`src/rtl/exc_track_pipe_pkg.sv`:
```
// Shared exception-tracking definitions: ExcCode values and stage flag layout.
package exc_track_pipe_pkg;

    localparam int unsigned EXC_CODE_W = 5;

    typedef enum logic [EXC_CODE_W-1:0] {
        EXC_INT  = 5'd0,
        EXC_ADEL = 5'd4,
        EXC_ADES = 5'd5,
        EXC_RI   = 5'd10,
        EXC_OV   = 5'd12
    } exc_code_e;

    // Single-bit part of a stage bundle; pc and code travel beside it at
    // their parametrised widths.
    typedef struct packed {
        logic v;    // stage holds a real instruction
        logic bd;   // instruction sits in a branch delay slot
        logic ev;   // an exception is already carried
    } stage_flags_t;

endpackage

```
`src/rtl/exc_stage_reg.sv`:
```
// One tracked pipeline stage: holds, bubbles, flushes and merges detections.
module exc_stage_reg
    import exc_track_pipe_pkg::*;
#(
    parameter int unsigned EXC_W  = 5,
    parameter int unsigned ADDR_W = 32
) (
    input  logic                clk,
    input  logic                reset,
    input  logic                flush_i,
    input  logic                hold_i,
    input  logic                bubble_i,
    input  stage_flags_t        ld_flags_i,
    input  logic [ADDR_W-1:0]   ld_pc_i,
    input  logic [EXC_W-1:0]    ld_ec_i,
    input  logic                det_v_i,
    input  logic [EXC_W-1:0]    det_exc_i,
    output stage_flags_t        flags_o,
    output logic [ADDR_W-1:0]   pc_o,
    output logic                ev_m_o,
    output logic [EXC_W-1:0]    ec_m_o
);

    stage_flags_t        flags_q, flags_d;
    logic [ADDR_W-1:0]   pc_q, pc_d;
    logic [EXC_W-1:0]    ec_q, ec_d;

    // Merged view: a carried exception always beats a fresh detection here.
    always_comb begin
        ev_m_o = flags_q.ev | det_v_i;
        ec_m_o = flags_q.ev ? ec_q : det_exc_i;
    end

    // Next state: flush beats hold; a bubble only enters an unheld stage.
    always_comb begin
        flags_d = flags_q;
        pc_d    = pc_q;
        ec_d    = ec_q;
        if (flush_i) begin
            flags_d.v  = 1'b0;
            flags_d.ev = 1'b0;
        end else if (!hold_i) begin
            if (bubble_i) begin
                flags_d.v  = 1'b0;
                flags_d.ev = 1'b0;
            end else begin
                flags_d = ld_flags_i;
                pc_d    = ld_pc_i;
                ec_d    = ld_ec_i;
            end
        end
    end

    // Stage state register.
    always_ff @(posedge clk) begin
        if (reset) begin
            flags_q <= '0;
            pc_q    <= '0;
            ec_q    <= '0;
        end else begin
            flags_q <= flags_d;
            pc_q    <= pc_d;
            ec_q    <= ec_d;
        end
    end

    assign flags_o = flags_q;
    assign pc_o    = pc_q;

endmodule

```
`src/rtl/exc_track_pipe.sv`:
```
// Exception state tracker for NSTG pipeline stages with precise commit,
// EPC/code/BD capture and an EXL lock released by ERET.
module exc_track_pipe
    import exc_track_pipe_pkg::*;
#(
    parameter int unsigned NSTG     = 3,
    parameter int unsigned EXC_W    = 5,
    parameter int unsigned ADDR_W   = 32,
    parameter int unsigned INT_CODE = 0
) (
    input  logic                    clk,
    input  logic                    reset,
    input  logic [NSTG-1:0]         stall_i,
    input  logic                    in_valid,
    input  logic [ADDR_W-1:0]       in_pc,
    input  logic                    in_bd,
    input  logic                    in_exc_v,
    input  logic [EXC_W-1:0]        in_exc,
    input  logic [NSTG-1:0]         det_v,
    input  logic [NSTG*EXC_W-1:0]   det_exc,
    input  logic                    int_req,
    input  logic                    eret_i,
    output logic                    flush_o,
    output logic                    exc_req,
    output logic [EXC_W-1:0]        exc_code,
    output logic [ADDR_W-1:0]       epc,
    output logic                    exc_bd,
    output logic                    exl
);

    localparam int unsigned L = NSTG - 1;

    stage_flags_t        flags_s    [NSTG];
    stage_flags_t        ld_flags_s [NSTG];
    logic [ADDR_W-1:0]   pc_s       [NSTG];
    logic [ADDR_W-1:0]   ld_pc_s    [NSTG];
    logic [EXC_W-1:0]    ec_m_s     [NSTG];
    logic [EXC_W-1:0]    ld_ec_s    [NSTG];
    logic [NSTG-1:0]     ev_m_s;
    logic [NSTG-1:0]     bubble_s;
    logic [NSTG-1:0]     v_s;

    logic                take;
    logic                exc_req_q, exl_q, exl_d, exc_bd_q, exc_bd_d;
    logic [EXC_W-1:0]    exc_code_q, exc_code_d;
    logic [ADDR_W-1:0]   epc_q, epc_d;

    for (genvar k = 0; k < NSTG; k++) begin : g_stg
        if (k == 0) begin : g_head
            assign ld_flags_s[k] = '{v: in_valid, bd: in_bd, ev: in_exc_v};
            assign ld_pc_s[k]    = in_pc;
            assign ld_ec_s[k]    = in_exc;
            assign bubble_s[k]   = 1'b0;
        end else begin : g_body
            assign ld_flags_s[k] = '{v: flags_s[k-1].v, bd: flags_s[k-1].bd, ev: ev_m_s[k-1]};
            assign ld_pc_s[k]    = pc_s[k-1];
            assign ld_ec_s[k]    = ec_m_s[k-1];
            assign bubble_s[k]   = stall_i[k-1];
        end

        exc_stage_reg #(
            .EXC_W  (EXC_W),
            .ADDR_W (ADDR_W)
        ) u_stage (
            .clk        (clk),
            .reset      (reset),
            .flush_i    (take),
            .hold_i     (stall_i[k]),
            .bubble_i   (bubble_s[k]),
            .ld_flags_i (ld_flags_s[k]),
            .ld_pc_i    (ld_pc_s[k]),
            .ld_ec_i    (ld_ec_s[k]),
            .det_v_i    (det_v[k]),
            .det_exc_i  (det_exc[k*EXC_W +: EXC_W]),
            .flags_o    (flags_s[k]),
            .pc_o       (pc_s[k]),
            .ev_m_o     (ev_m_s[k]),
            .ec_m_o     (ec_m_s[k])
        );

        assign v_s[k] = flags_s[k].v;
    end

    // Commit decision and the values captured when an exception is taken.
    always_comb begin
        take       = !exl_q & flags_s[L].v & (int_req | ev_m_s[L]);
        exc_code_d = exc_code_q;
        epc_d      = epc_q;
        exc_bd_d   = exc_bd_q;
        exl_d      = exl_q;
        if (take) begin
            exc_code_d = int_req ? EXC_W'(INT_CODE) : ec_m_s[L];
            epc_d      = flags_s[L].bd ? (pc_s[L] - ADDR_W'(4)) : pc_s[L];
            exc_bd_d   = flags_s[L].bd;
            exl_d      = 1'b1;
        end else if (eret_i) begin
            exl_d      = 1'b0;
        end
    end

    // Exception report registers and EXL lock.
    always_ff @(posedge clk) begin
        if (reset) begin
            exc_req_q  <= 1'b0;
            exc_code_q <= '0;
            epc_q      <= '0;
            exc_bd_q   <= 1'b0;
            exl_q      <= 1'b0;
        end else begin
            exc_req_q  <= take;
            exc_code_q <= exc_code_d;
            epc_q      <= epc_d;
            exc_bd_q   <= exc_bd_d;
            exl_q      <= exl_d;
        end
    end

    assign flush_o  = take;
    assign exc_req  = exc_req_q;
    assign exc_code = exc_code_q;
    assign epc      = epc_q;
    assign exc_bd   = exc_bd_q;
    assign exl      = exl_q;

endmodule

```
`config.mk`:
```
export PLATFORM = sky130hd
export DESIGN_NAME = exc_track_pipe
export DESIGN_NICKNAME = d
export VERILOG_FILES = /design/src/rtl/exc_track_pipe_pkg.sv /design/src/rtl/exc_stage_reg.sv /design/src/rtl/exc_track_pipe.sv
export SDC_FILE = /design/constraint.sdc
export NUM_CORES = 1
export LEC_CHECK = 0
export CAP_MARGIN = 20
export CORE_MARGIN = 2
export CORE_UTILIZATION = 35
export CTS_BUF_LIST = sky130_fd_sc_hd__clkbuf_16
export CTS_CLUSTER_SIZE = 30
export DETAILED_ROUTE_END_ITERATION = 10
export SYNTH_ARGS = -nofsm -noshare
export SYNTH_HDL_FRONTEND = slang
export SYNTH_SLANG_ARGS = --single-unit
```
`constraint.sdc`:
```
create_clock -name clk -period 1.9 [get_ports clk]
set_input_delay 0.19 -clock clk [delete_from_list [all_inputs] [get_ports clk]]
set_output_delay 0.19 -clock clk [all_outputs]
set_load 0.1 [all_outputs]
```
After elaboration in Yosys (flattened, before gate mapping):

Index checks and enable logic that the tools add are counted.

* bits in registers: 160
* input bits: 65
* output and inout port bits: 41
* word-level logic and storage cells: 48

* add/subtract/negate cells: 1
* multiplexer cells: 11
* bitwise gates (word level): 10
* reduce and logical (&&, ||, !) cells: 6

Operators by type and width (number)
* 2-to-1 mux 32 bit: 1
* subtractor 32 x 3 -> 32 bit (second input constant): 1
* 2-to-1 mux 5 bit: 4
* 2-to-1 mux 1 bit: 6
* AND reduction 3 bit: 2
* NOT 1 bit: 4
* OR 1 bit: 4
* bitwise AND 1 bit: 2
* AND reduction 2 bit: 1
* nonzero test 2 bit: 1
* OR reduction 2 bit: 1
* logical NOT 1 bit: 1

Logic depth before layout (Yosys ltp):

* depth in word-level cells: 5
* mapped depth: 11
* mapped depth without buffers: 7

Modules after synthesis:

From an unflattened synthesis, not the netlist that was laid out.

* cells, all modules: 826
* area total of the unflattened synthesis: 7661.1 um2

Modules (own cells, without submodules)
* exc_stage_reg: times used 3, cells an instance 195, area an instance 1884.3 um2, sequential area each 800.8 um2
* exc_track_pipe: times used 1, cells an instance 241, area an instance 2008.2 um2, sequential area each 800.8 um2

Worst setup path after synthesis:

Ideal clock, no wire load.

* kind: flip-flop to flip-flop
* start: reg exl_q, in the netlist exl
* end: reg g_stg[2].u_stage.pc_q[10]
* library setup time: 0.132 ns
* data arrival time: 2.221 ns
* data required time: 1.768 ns
* path slack: -0.454 ns
* stages on the path, launching flop included: 10
* path buffers: 3
* period minus slack after synthesis: 2.354 ns
* cells stage by stage: dfxtp_1 > nand2b_1 > or2_2 > buf_2 > inv_1 > or3_1 > clkbuf_1 > clkbuf_1 > nand2_1 > a21oi_1

* cells in the longest elaborated chain, start to end: 5

Ends and longest elaborated chain
* start, declared: RTL line exc_track_pipe.sv:44 `logic exc_req_q, exl_q, exl_d, exc_bd_q, exc_bd_d;`
* start signal, assigned: RTL line exc_track_pipe.sv:114 `exl_q <= exl_d;`
* logical NOT 1 bit: RTL line exc_track_pipe.sv:86 `take = !exl_q & flags_s[L].v & (int_req | ev_m_s[L]);`
* bitwise AND 1 bit (2 in a row): RTL line exc_track_pipe.sv:86
* NOT 1 bit (no line)
* AND reduction 3 bit (no line)
* end signal, assigned: RTL line exc_stage_reg.sv:62 `pc_q <= pc_d;`
* end, declared: RTL line exc_stage_reg.sv:25 `logic [ADDR_W-1:0] pc_q, pc_d;`

No other way between the ends.
A chain may end at the register's enable or synchronous reset.

Worst setup path in the final report:

* start: reg g_stg[2].u_stage.pc_q[17]
* end: reg epc_q[23], in the netlist epc[23]

* cells in the longest elaborated chain, start to end: 2

Ends and longest elaborated chain
* subtractor 32 x 3 -> 32 bit: RTL line exc_track_pipe.sv:93 `epc_d = flags_s[L].bd ? (pc_s[L] - ADDR_W'(4)) : pc_s[L];`
* 2-to-1 mux 32 bit: RTL line exc_track_pipe.sv:93
* end signal, assigned: RTL line exc_track_pipe.sv:112 `epc_q <= epc_d;`
* end, declared: RTL line exc_track_pipe.sv:46 `logic [ADDR_W-1:0] epc_q, epc_d;`

No other way between the ends.

==> metrics.md <==
| Metric | Value |
|---|---|
| Synth async-reset ratio | 0% |
| Number of global-route vias before repair | 4,874 |
| Share of cells above drive strength 1 | 16.5% |
| Worst EP required | 2260 ps |
| Crit path time final | ~1900 ps |
| Max rail drop VDD | 0.574 mV |
| Cell count after placement | 1,086 |
| Post-DRT Antenna Nets | 0 |
| CTS tree | built |
| Clock transition at path regs | 60 ps |
| Die Y | about 140 um |
| Clk_lat worst skew | 420 ps |
| Yosys top cell by area | dfxtp_1 |
| CP Launch Type | register |
| Clock skew | 6.43 ps |
| Synth Warn # | 0 |
| First-pass GRT wire length | approximately 25 mm |
| Core Area | 0.0178 mm^2 |
| Nets | 945 |
| Post-route DRC | 0 |
| Sequential fraction of the synthesis area | 50.8% |
| HPWL Detailed | approximately 10 mm |
| Vias per cell | 4.58 |
| Fin Hold WS | 218 ps |
| Synth Instances | between 700 and 800 |
| DR iter-0 viols | 276 |
| Critical Path AT | 2240 ps |
| Slew Limit Fails | 0 |
| Critical setup path kind | register to register |
| Slew @ Worst Pin | roughly 430 ps |
| Cell variety after synth | 40 |
| Cell Count, Final, Fillers Out | 1,121 |
| Pwr/cell area | 920 mW/mm^2 |
| Row count | ~50 |
| Slew Limit Headroom | 71.3% |
| Clk buf depth | 2 |
| Setup WS pre-CTS | -20.9 ps |
| TritonCTS Buffers | 17 |
| Die X | between 100 and 150 um |
| Post-Syn Area | 0.00630 mm^2 |
| Starting Density | a little over a third |
| H-Tree Level Count | 4 |
| Top cell type's share of synthesized area | between 50% and 60% |
| Synth top area cells | dfxtp_1, nand2_1, a21oi_1, a211oi_1, nor2_1 |
| I/O pin total | ~110 |
| Root buffer cell | clkbuf_16 |
| DR pass1 iterations | 5 |
| Max_cap viols | 0 |
| Synth Flop Type | dfxtp_1 |
| Die area | 0.0191 mm^2 |
| Final instance area | 0.00853 mm^2 |
| Via count | 5,137 |
| Largest net degree at the start of global routing | 86 |
| Status | complete, no violations |
| Syn_area_per_cell | 8.26 um^2 |
| Critical path endpoint category | register |
| Layout area overhead | 35.3% |
| GR Util All Layers | 15.6% |
| CTS hold repair buffers | 0 |
| Initial antenna violation count | 0 |
| HP Class | input port to register |
| Post-Syn Nets | 829 |
| Routed len/inst | 13.1 um |
| Fmax | 532 MHz |
| Area of placed instances | 0.00775 mm^2 |
| Leak | 0.00309 uW |
| Final Hold Viols | 0 |
| Period utilisation layout | 99.0% |
| Ant diodes | 0 |
| Worst path max stage delay | 540 ps |
| Worst-path maximum fanout | 3 |
| GRT overflow | 0 |
| CTS Sinks | 160 |
| Worst path cell trace | or4_4 > or3_4 > nor3_4 > xor2_1 > a22o_1 |
| #FFs+latches synth | 160 |
| Final setup violation count | 0 |
| RSZ-0062 raised after global routing | yes |
| Count of flip-flops with a built-in enable after synthesis | 0 |
| Buffers on Ports | 105 |
| Routed WL | 14.7 mm |
| RD Place Congestion | ~0.75 |
| Final setup margin | ~20 ps |
| CP max-delay cell | or4_4 |
## cell usage in the layout (no fill, tap or decap), drive strengths merged
| master | count |
|---|---|
| nand2 | 227 |
| dfxtp | 160 |
| a21oi | 113 |
| buf | 90 |
| clkdlybuf4s50 | 63 |
| nor2 | 58 |
| a211oi | 35 |
| mux2i | 17 |
| clkbuf | 17 |
| xor2 | 13 |
| xnor2 | 13 |
| nor3 | 13 |
| o21ai | 7 |
| nor4 | 7 |
| clkinv | 7 |
| nand4 | 6 |
| bufinv | 6 |
| or3 | 6 |
| nand3 | 5 |
| inv | 5 |
| nor3b | 3 |
| a311oi | 3 |
| or4 | 3 |
| nand2b | 3 |
| or2 | 2 |
| nor4b | 2 |
| o21bai | 1 |
| or4bb | 1 |
| and3 | 1 |
| and2 | 1 |
| a22o | 1 |
| o211ai | 1 |
| ha | 1 |
| bufbuf | 1 |
## per-stage QoR
stage                     TNS [ps]  utilization [%]  power [uW]
after floorplan               -674                -        3850
after global placement       -34.1             43.4        4100
after detailed placement     -43.9             43.4        4110
after CTS                    -3.73             47.5        7920
after global routing         -52.9             47.8        8120
final                            0             47.8        7840
## power breakdown
group	switching [uW]	leakage (uW)	internal, uW	total (uW)
Sequential	52.7	0.00130	3440	3490
Combinational	280	0.00147	262	542
Clock	1350	0.000326	2460	3810
Total	1680	0.00309	6160	7840
## cell usage after synthesis, types with 2 or more instances
cell / n
xor2_1: 13
or4_1: 2
a21oi_1: 113
xnor2_1: 13
nor2_1: 58
or2_2: 2
nor3b_1: 3
or3_1: 4
nand3_1: 4
mux2i_1: 17
clkbuf_8: 3
nand4_1: 6
nor4_1: 4
a211oi_1: 33
a211oi_2: 2
nor4_4: 3
nand2b_1: 3
clkbuf_1: 43
buf_6: 2
inv_1: 3
nor3_1: 12
nand2_1: 227
buf_2: 9
o21ai_0: 7
a311oi_1: 3
dfxtp_1: 160
## cell families (layout without fill, tap and decap cells)
kind of cell	after synthesis	after routing	share of synthesized area, %
buf+inv	60	189	4.47
flops	160	160	50.8
fa+ha+maj	1	1	0.199
compound gates	161	161	14.7
simple gates	338	338	23.5
mux	17	17	2.70
xor+xnor	26	26	3.61
## what timing repair did
action | 4_1_cts | 5_1_grt
pin swaps | 2 | 10
cloned | 1 | 0
setup endpoints to repair | 6 | 14
setup buffers | 2 | 0
resized for setup | 4 | 10
## area by class of cell
| cell class | instances | area (um^2) |
|---|---|---|
| Fill cell | 1741 | 9320 |
| Tap cell | 229 | 287 |
| Clock buffer | 17 | 425 |
| Multi-Input combinational cell | 543 | 2880 |
| Clock inverter | 15 | 238 |
| Sequential cell | 160 | 3210 |
| Timing Repair Buffer | 154 | 1480 |
| Inverter | 3 | 11.3 |
## final timing paths
kind,start,slack (ps),endpoint,cells after the start
setup reg to reg,g_stg[2].u_stage.pc_o[17]$_SDFFE_PP0P_,20,epc[23]$_SDFFE_PP0P_,5
hold / removal,reset,220,exc_bd$_SDFFE_PP0P_,2
setup / recovery,g_stg[2].u_stage.pc_o[17]$_SDFFE_PP0P_,20,epc[23]$_SDFFE_PP0P_,5
hold reg to reg,g_stg[1].u_stage.pc_o[11]$_SDFFE_PP0P_,450,g_stg[2].u_stage.pc_o[11]$_SDFFE_PP0P_,2
## metal layers
layer / global-route usage (%) / part of all wire [%] / vias up
met5: 0 / 0 / -
met2: 22.2 / 43 / 74
met4: 4.83 / 0.86 / 0
met1: 23.1 / 53 / 2271
met3: 4.23 / 2.9 / 7
li1: - / - / 2785
## critical path: cells and delay by family, from the launching register on
family | cells | cell delay [ps]
simple gates | 3 | 1140
flops | 1 | 310
xor+xnor | 1 | 210
compound gates | 1 | 160
## sequential cells by signal, indices dropped and copies added (netlist names)
register / flops
g_stg.u_stage.pc_o: 96
exc_bd: 1
exl: 1
g_stg.u_stage.ec_q: 15
exc_req: 1
exc_code: 5
g_stg.u_stage.flags_o: 9
epc: 32
Power figures use the tool's default switching activity.
